File: src/rtl/conv_mac_acc_if.sv
// Purpose: beat/result bundle for conv_mac_acc.
//   master (window generator side) drives in_valid, win_flat, wgt_flat and bias, and
//   observes ch_idx, out_valid and out_data.
//   slave (conv_mac_acc) does the reverse.
// Parameters must match the conv_mac_acc instance the bundle is bound to.
interface conv_mac_acc_if #(
   parameter int unsigned DATA_W = 8,
   parameter int unsigned KSIZE  = 3,
   parameter int unsigned CH_NUM = 4,
   parameter int unsigned OUT_W  = 16
);
   localparam int unsigned TAPS = KSIZE * KSIZE;
   localparam int unsigned CH_W = (CH_NUM > 1) ? $clog2(CH_NUM) : 1;

   logic                     in_valid;
   logic [TAPS*DATA_W-1:0]   win_flat;
   logic [TAPS*DATA_W-1:0]   wgt_flat;
   logic signed [DATA_W-1:0] bias;
   logic [CH_W-1:0]          ch_idx;
   logic                     out_valid;
   logic signed [OUT_W-1:0]  out_data;

   modport master (
      output in_valid, win_flat, wgt_flat, bias,
      input  ch_idx, out_valid, out_data
   );

   modport slave (
      input  in_valid, win_flat, wgt_flat, bias,
      output ch_idx, out_valid, out_data
   );
endinterface

File: src/rtl/conv_mac_acc.sv
// Purpose: KxK convolution MAC. Each accepted beat carries one window and one kernel.
//   The kernel is flipped (true convolution), the products are summed in a registered
//   pairwise adder tree, and CH_NUM channel beats are accumulated into one pixel.
//   Bias is added on the first channel beat. The pixel result is saturated to OUT_W
//   and strobed out once per pixel.
// Ports:
//   clk  - clock
//   rst  - synchronous reset, active-high
//   bus  - conv_mac_acc_if.slave
//          (in_valid, win_flat, wgt_flat, bias in; ch_idx, out_valid, out_data out)
// Pipeline: input capture, multiply, clog2(TAPS) tree levels, accumulate, output.
//   out_valid rises S+3 clocks after the edge that accepts the last channel beat.
// Build option: define CONV_MAC_RELU_EN to clamp negative results to zero after saturation.
module conv_mac_acc #(
   parameter int unsigned DATA_W = 8,
   parameter int unsigned KSIZE  = 3,
   parameter int unsigned CH_NUM = 4,
   parameter int unsigned ACC_W  = 24,
   parameter int unsigned OUT_W  = 16
) (
   input logic          clk,
   input logic          rst,
   conv_mac_acc_if.slave bus
);
   localparam int unsigned TAPS   = KSIZE * KSIZE;
   localparam int unsigned S      = $clog2(TAPS);
   localparam int unsigned PROD_W = 2 * DATA_W;
   localparam int unsigned SUM_W  = PROD_W + S;
   localparam int unsigned CH_W   = (CH_NUM > 1) ? $clog2(CH_NUM) : 1;

   localparam logic signed [ACC_W-1:0] SAT_MAX = {{(ACC_W-OUT_W+1){1'b0}}, {(OUT_W-1){1'b1}}};
   localparam logic signed [ACC_W-1:0] SAT_MIN = {{(ACC_W-OUT_W+1){1'b1}}, {(OUT_W-1){1'b0}}};

   // Number of nodes on tree level lvl (level 0 = products).
   function automatic int unsigned nodes(input int unsigned lvl);
      return (TAPS + (32'd1 << lvl) - 32'd1) >> lvl;
   endfunction

   // Input capture and channel counter.
   logic                     r_in_vld, r_in_first, r_in_last;
   logic [TAPS*DATA_W-1:0]   r_win, r_wgt;
   logic signed [DATA_W-1:0] r_in_bias;
   logic [CH_W-1:0]          r_ch;
   logic                     w_first, w_last;

   assign w_first = (r_ch == '0);
   assign w_last  = (r_ch == CH_W'(CH_NUM - 1));

   always_ff @(posedge clk) begin
      if (rst) begin
         r_ch       <= '0;
         r_in_vld   <= 1'b0;
         r_in_first <= 1'b0;
         r_in_last  <= 1'b0;
         r_win      <= '0;
         r_wgt      <= '0;
         r_in_bias  <= '0;
      end else begin
         r_in_vld <= bus.in_valid;
         if (bus.in_valid) begin
            r_ch       <= w_last ? '0 : r_ch + CH_W'(1);
            r_in_first <= w_first;
            r_in_last  <= w_last;
            r_win      <= bus.win_flat;
            r_wgt      <= bus.wgt_flat;
            r_in_bias  <= bus.bias;
         end
      end
   end

   // Beat tags travel alongside the tree; index k = tree level k.
   logic [S:0]               r_vld, r_first, r_last;
   logic signed [DATA_W-1:0] r_bias [S+1];

   always_ff @(posedge clk) begin
      if (rst) begin
         r_vld   <= '0;
         r_first <= '0;
         r_last  <= '0;
         for (int k = 0; k <= int'(S); k++) r_bias[k] <= '0;
      end else begin
         r_vld[0]   <= r_in_vld;
         r_first[0] <= r_in_first;
         r_last[0]  <= r_in_last;
         r_bias[0]  <= r_in_bias;
         for (int k = 1; k <= int'(S); k++) begin
            r_vld[k]   <= r_vld[k-1];
            r_first[k] <= r_first[k-1];
            r_last[k]  <= r_last[k-1];
            r_bias[k]  <= r_bias[k-1];
         end
      end
   end

   // Level 0: flipped-kernel products; levels 1..S: pairwise adds, each one bit wider.
   // Datapath registers run freely; only the tags decide what is consumed.
   for (genvar l = 0; l <= S; l++) begin : g_lvl
      localparam int unsigned NW = PROD_W + l;
      localparam int unsigned NN = nodes(l);
      logic signed [NW-1:0] r_node [NN];

      if (l == 0) begin : g_mul
         for (genvar j = 0; j < NN; j++) begin : g_node
            logic signed [PROD_W-1:0] w_a, w_b;
            assign w_a = PROD_W'($signed(r_win[j*DATA_W +: DATA_W]));
            assign w_b = PROD_W'($signed(r_wgt[(TAPS-1-j)*DATA_W +: DATA_W]));
            always_ff @(posedge clk) r_node[j] <= w_a * w_b;
         end
      end else begin : g_add
         localparam int unsigned PN = nodes(l - 1);
         for (genvar j = 0; j < NN; j++) begin : g_node
            if (2*j + 1 < PN) begin : g_pair
               always_ff @(posedge clk)
                  r_node[j] <= NW'(g_lvl[l-1].r_node[2*j]) + NW'(g_lvl[l-1].r_node[2*j+1]);
            end else begin : g_pass
               always_ff @(posedge clk) r_node[j] <= NW'(g_lvl[l-1].r_node[2*j]);
            end
         end
      end
   end

   logic signed [SUM_W-1:0] w_tree;
   assign w_tree = g_lvl[S].r_node[0];

   // Accumulator: first channel reloads with sum+bias, so nothing leaks between pixels.
   logic signed [ACC_W-1:0] w_sum, w_bias_ext, w_acc_next, r_acc;
   logic                    r_acc_vld;

   always_comb begin
      w_sum      = ACC_W'(w_tree);
      w_bias_ext = ACC_W'(r_bias[S]);
      w_acc_next = r_first[S] ? (w_sum + w_bias_ext) : (r_acc + w_sum);
   end

   always_ff @(posedge clk) begin
      if (rst) begin
         r_acc     <= '0;
         r_acc_vld <= 1'b0;
      end else begin
         r_acc_vld <= r_vld[S] & r_last[S];
         if (r_vld[S]) r_acc <= w_acc_next;
      end
   end

   // Saturating narrow of the finished pixel, optional ReLU.
   logic signed [OUT_W-1:0] w_sat, w_res;

   always_comb begin
      if (r_acc > SAT_MAX)      w_sat = SAT_MAX[OUT_W-1:0];
      else if (r_acc < SAT_MIN) w_sat = SAT_MIN[OUT_W-1:0];
      else                      w_sat = r_acc[OUT_W-1:0];
`ifdef CONV_MAC_RELU_EN
      w_res = w_sat[OUT_W-1] ? '0 : w_sat;
`else
      w_res = w_sat;
`endif
   end

   logic                    r_out_valid;
   logic signed [OUT_W-1:0] r_out_data;

   always_ff @(posedge clk) begin
      if (rst) begin
         r_out_valid <= 1'b0;
         r_out_data  <= '0;
      end else begin
         r_out_valid <= r_acc_vld;
         if (r_acc_vld) r_out_data <= w_res;
      end
   end

   assign bus.ch_idx    = r_ch;
   assign bus.out_valid = r_out_valid;
   assign bus.out_data  = r_out_data;
endmodule

File: src/flat_wrapper.sv
// flat-port wrapper written by rule: the top's interface ports become plain ports
module conv_mac_acc_flat 
#(
   parameter int unsigned DATA_W = 8,
   parameter int unsigned KSIZE  = 3,
   parameter int unsigned CH_NUM = 4,
   parameter int unsigned ACC_W  = 24,
   parameter int unsigned OUT_W  = 16
)
  (clk, rst, bus_in_valid, bus_win_flat, bus_wgt_flat, bus_bias, bus_ch_idx, bus_out_valid, bus_out_data);
  conv_mac_acc_if #(.DATA_W(DATA_W), .KSIZE(KSIZE), .CH_NUM(CH_NUM), .OUT_W(OUT_W)) bus_i ();
  input logic clk;
  input logic rst;
  input wire logic [$bits(bus_i.in_valid)-1:0] bus_in_valid;
  input wire logic [$bits(bus_i.win_flat)-1:0] bus_win_flat;
  input wire logic [$bits(bus_i.wgt_flat)-1:0] bus_wgt_flat;
  input wire logic [$bits(bus_i.bias)-1:0] bus_bias;
  output wire logic [$bits(bus_i.ch_idx)-1:0] bus_ch_idx;
  output wire logic [$bits(bus_i.out_valid)-1:0] bus_out_valid;
  output wire logic [$bits(bus_i.out_data)-1:0] bus_out_data;
  assign bus_i.in_valid = bus_in_valid;
  assign bus_i.win_flat = bus_win_flat;
  assign bus_i.wgt_flat = bus_wgt_flat;
  assign bus_i.bias = bus_bias;
  assign bus_ch_idx = bus_i.ch_idx;
  assign bus_out_valid = bus_i.out_valid;
  assign bus_out_data = bus_i.out_data;
  conv_mac_acc #(.DATA_W(DATA_W), .KSIZE(KSIZE), .CH_NUM(CH_NUM), .ACC_W(ACC_W), .OUT_W(OUT_W)) u_core (.clk(clk), .rst(rst), .bus(bus_i));
endmodule
File: config.mk
export PLATFORM = sky130hd
export DESIGN_NAME = conv_mac_acc_flat
export DESIGN_NICKNAME = d
export VERILOG_FILES = /design/src/rtl/conv_mac_acc_if.sv /design/src/rtl/conv_mac_acc.sv /design/src/flat_wrapper.sv
export SDC_FILE = /design/constraint.sdc
export NUM_CORES = 2
export LEC_CHECK = 0
export ABC_AREA = 1
export ABC_CLOCK_PERIOD_IN_PS = 5050
export BUFFER_PORTS_ARGS = -buffer_cell sky130_fd_sc_hd__buf_2
export CAP_MARGIN = 20
export CORE_MARGIN = 5
export CORE_UTILIZATION = 40
export DETAILED_ROUTE_END_ITERATION = 8
export PLACE_DENSITY = 0.64
export SETUP_SLACK_MARGIN = 0.02
export SLEW_MARGIN = 30
export SYNTH_ARGS = -nofsm -noshare
export SYNTH_HDL_FRONTEND = slang
export SYNTH_SLANG_ARGS = --single-unit
File: constraint.sdc
create_clock -name clk -period 5.05 [get_ports clk]
set_input_delay 0.505 -clock clk [delete_from_list [all_inputs] [get_ports clk]]
set_output_delay 0.505 -clock clk [all_outputs]
set_load 0.05 [all_outputs]
==> reports/qor.csv <==
metric;value;unit
status;finished clean;
XOR/XNOR Fraction of Synth Area;4.73;%
Relative slew margins;36.5;%
total CTS buffers;71;
final hold vios;0;
Port Buf Inserts;173;
most common cell after layout, fill and taps aside;inv_1;
Worst Skew;38.1;ps
Int Power;13000;uW
gpl congestion;0.883;
worst hold path startpoint;bus_bias[6];
CTS root buffer;clkbuf_16;
Max Slew Vio Count;0;
critical path capture point type;flip-flop;
average routed wire per standard cell;13.1;microns
cts repair resizes;0;
Die ar.;128000;sq um
fraction of registers with async set/reset;0;%
adder-cell share of the synthesized area;32.3;%
worst slew pin tran;949;ps
first-pass GRT wire length;179;mm
hold endpoint;u_core.r_in_bias[6];
Via density;4.57;
Critical R2R Launch;u_core.r_wgt[63];
worst-path fanout max;9;
power density over cell area;411;nW/um^2
clock sink count;589;
final setup margin;594;ps
number of global-route vias before repair;37000;
Psw;8800;uW
synthesized instance count;6213;
data required time of the worst path;5580;ps
largest net degree at the start of global routing;95;
share of layout cells above drive strength 1;6.66;%
reg2reg end;u_core.g_lvl[0].r_node[0][29];
fin crit share;88.2;%
Die Height;358;microns
sequential share of power;30.9;%
Lkg Pwr;0.0296;uW
most frequent cells in the layout;1,511 x inv_1, 1,165 x nand2_1, 589 x dfxtp_1;
Peak Freq;0.224;GHz
max-cap viol count;0;
Die W;358;microns
worst vdd ir;0.332;mV
Clock Latency Late Sink;660;ps
prevailing post-synth register cell;dfxtp_1;
core area;120000;sq um
Hold Path Depth;2;
Switching Fraction;40.3;%
H-tree depth;3;
total gr overflow;0;
R2R depth;16;
mux cell area share after synthesis;0;%
DR iter-0 viols;1592;
area added between synthesis and finish;9.75;%
r2r setup slk;590;ps
largest family of logic cells by synthesized area;adder cells;
Longest Clk Path Bufs;3;
Synth Warn #;0;
Post-synth EDFFs;0;
worst min path class;primary input to flip-flop;
Clock transition at path regs;60;ps
via count;36200;
diodes inserted;0;
DRT Pass-1 Iters;5;
post-synthesis simple-gate area fraction;17.0;%
CP arrival;4980;ps
Post-CTS Setup Inserts;0;
cts hold-fix bufs;0;
syn avg cell area;7.78;sq um
#FFs+latches synth;589;
clock period minus worst slack;4460;ps
DP HPWL;84.2;mm
post-synthesis compound-gate area fraction;7.86;%
CTS tree;done;
# setup viols final;0;
Nets;7366;
Remaining DRCs;0;
I/O pin count;174;
# rows;127;
RSZ-0062 raised after global routing;false;
pre-CTS setup slack;586;ps
Seq/Total Area, Yosys;24.4;%
Logic pwr share;43.9;%
library cells used by synthesis;57;
Routed Antenna Nets;0;
routed wire length;104;mm
Total Routing Usage GR;16.8;%
Crit Path Category;flip-flop to flip-flop;
crit start category;flip-flop;
clock power share;25.3;%
initial core utilization;40.3;%
initial antenna violation count;1;
syn_nets;7314;
Setup TNS;0;ps
Post-Syn Area;48400;sq um
## state kept, by name, summed over array words and instances, names as in the netlist, 8 cells and up
register	flops
u_core.g_lvl.r_node	335
u_core.r_wgt	72
u_core.r_win	72
u_core.r_bias	40
u_core.r_acc	24
u_core.bus.out_data	16
u_core.r_in_bias	8
## layout make-up
class	count	area (sq um)
Clock buffer	90	1960
Tap cell	1612	2020
Sequential cell	589	11800
Clock inverter	40	586
Fill cell	12000	66900
Multi-Input combinational cell	3886	29900
Inverter	1529	5750
Timing Repair Buffer	188	1020
## cell usage after synthesis, types with 8 or more instances
cell      number  area, sq um
o22a_1         9         78.8
buf_2         14         70.1
a31oi_1        8         50.1
nand2_2       23          144
inv_2          8         30.0
o21ai_1       11         55.1
xnor2_1      106          928
ha_1         441         5520
dfxtp_1      589        11800
o21ai_2       20          175
nand3b_1      19          143
a21o_1        19          143
nor2_1       532         2000
xor2_1       155         1360
o21bai_1      25          188
o21ai_0      234         1170
or2_2         14         87.6
clkbuf_1     184          691
nor3_1        28          140
fa_1         505        10100
a21oi_2       17          149
clkinv_1       8         30.0
a21oi_1      263         1320
nand4_1       31          194
nand3_1      181          906
inv_1       1513         5680
nand2_1     1165         4370
## power groups by stage
stage	sequential, uW	combinational [uW]	clock, uW
floorplan	6330	7710	0
detailed placement	6850	9570	0
finish	6740	9570	5510
global placement	6850	9450	0
global route	6860	11100	5870
CTS	6760	9640	5700
## metal layers
layer,part of all wire (%),up-vias,GRT usage [%]
met5,0,-,0
met1,48,16900,22.7
met4,2.1,0,3.87
met3,3.7,143,2.46
li1,-,18700,-
met2,47,540,28.6
## how the worst max path moves through the flow
stage | startpoint | end | slack, ps | cells past startpoint
after floorplan | u_core.r_wgt[63] | u_core.g_lvl[0].r_node[0][28] | 830 | 15
after global placement | u_core.r_wgt[63] | u_core.g_lvl[0].r_node[0][28] | 540 | 15
after detailed placement | u_core.r_wgt[63] | u_core.g_lvl[0].r_node[0][28] | 590 | 15
after CTS | u_core.r_wgt[63] | u_core.g_lvl[0].r_node[0][28] | 570 | 15
after global routing | u_core.r_wgt[63] | u_core.g_lvl[0].r_node[0][29] | 320 | 16
final | u_core.r_wgt[63] | u_core.g_lvl[0].r_node[0][29] | 590 | 16
## critical path, stage by stage (launching register included)
cell,delay [ps]
dfxtp_1,350
clkinv_1,220
or2_2,360
fa_1,510
fa_1,540
inv_1,50
fa_1,520
inv_1,60
fa_1,530
inv_1,40
ha_1,340
nand2_1,100
inv_1,60
a21oi_1,80
o21ai_0,300
a21oi_1,130
xnor2_1,140
## kinds of logic (layout without fill, tap and decap cells)
kind of cell             count (synthesis)  after routing
AO/OA/AOI/OAI                          659            659
adder cells (fa/ha/maj)                946            946
flip-flops                             589            589
buffers and inverters                 1738           1847
AND/OR/NAND/NOR                       2020           2020
XOR/XNOR                               261            261
## per-stage QoR
step	hold slack (ps)	utilization, %	power, uW	cell area (sq um)	instances
6_report	65.6	44.2	21800	53100	7934
5_1_grt	30.8	44.2	23800	53100	7934
4_1_cts	10.3	44.2	22100	53000	7932
3_5_place_dp	312	42.1	16400	50500	7802
3_3_place_gp	310	42.1	16300	50500	7802
2_1_floorplan	310	-	14000	48400	6213
(Power assumes the default switching activity.)
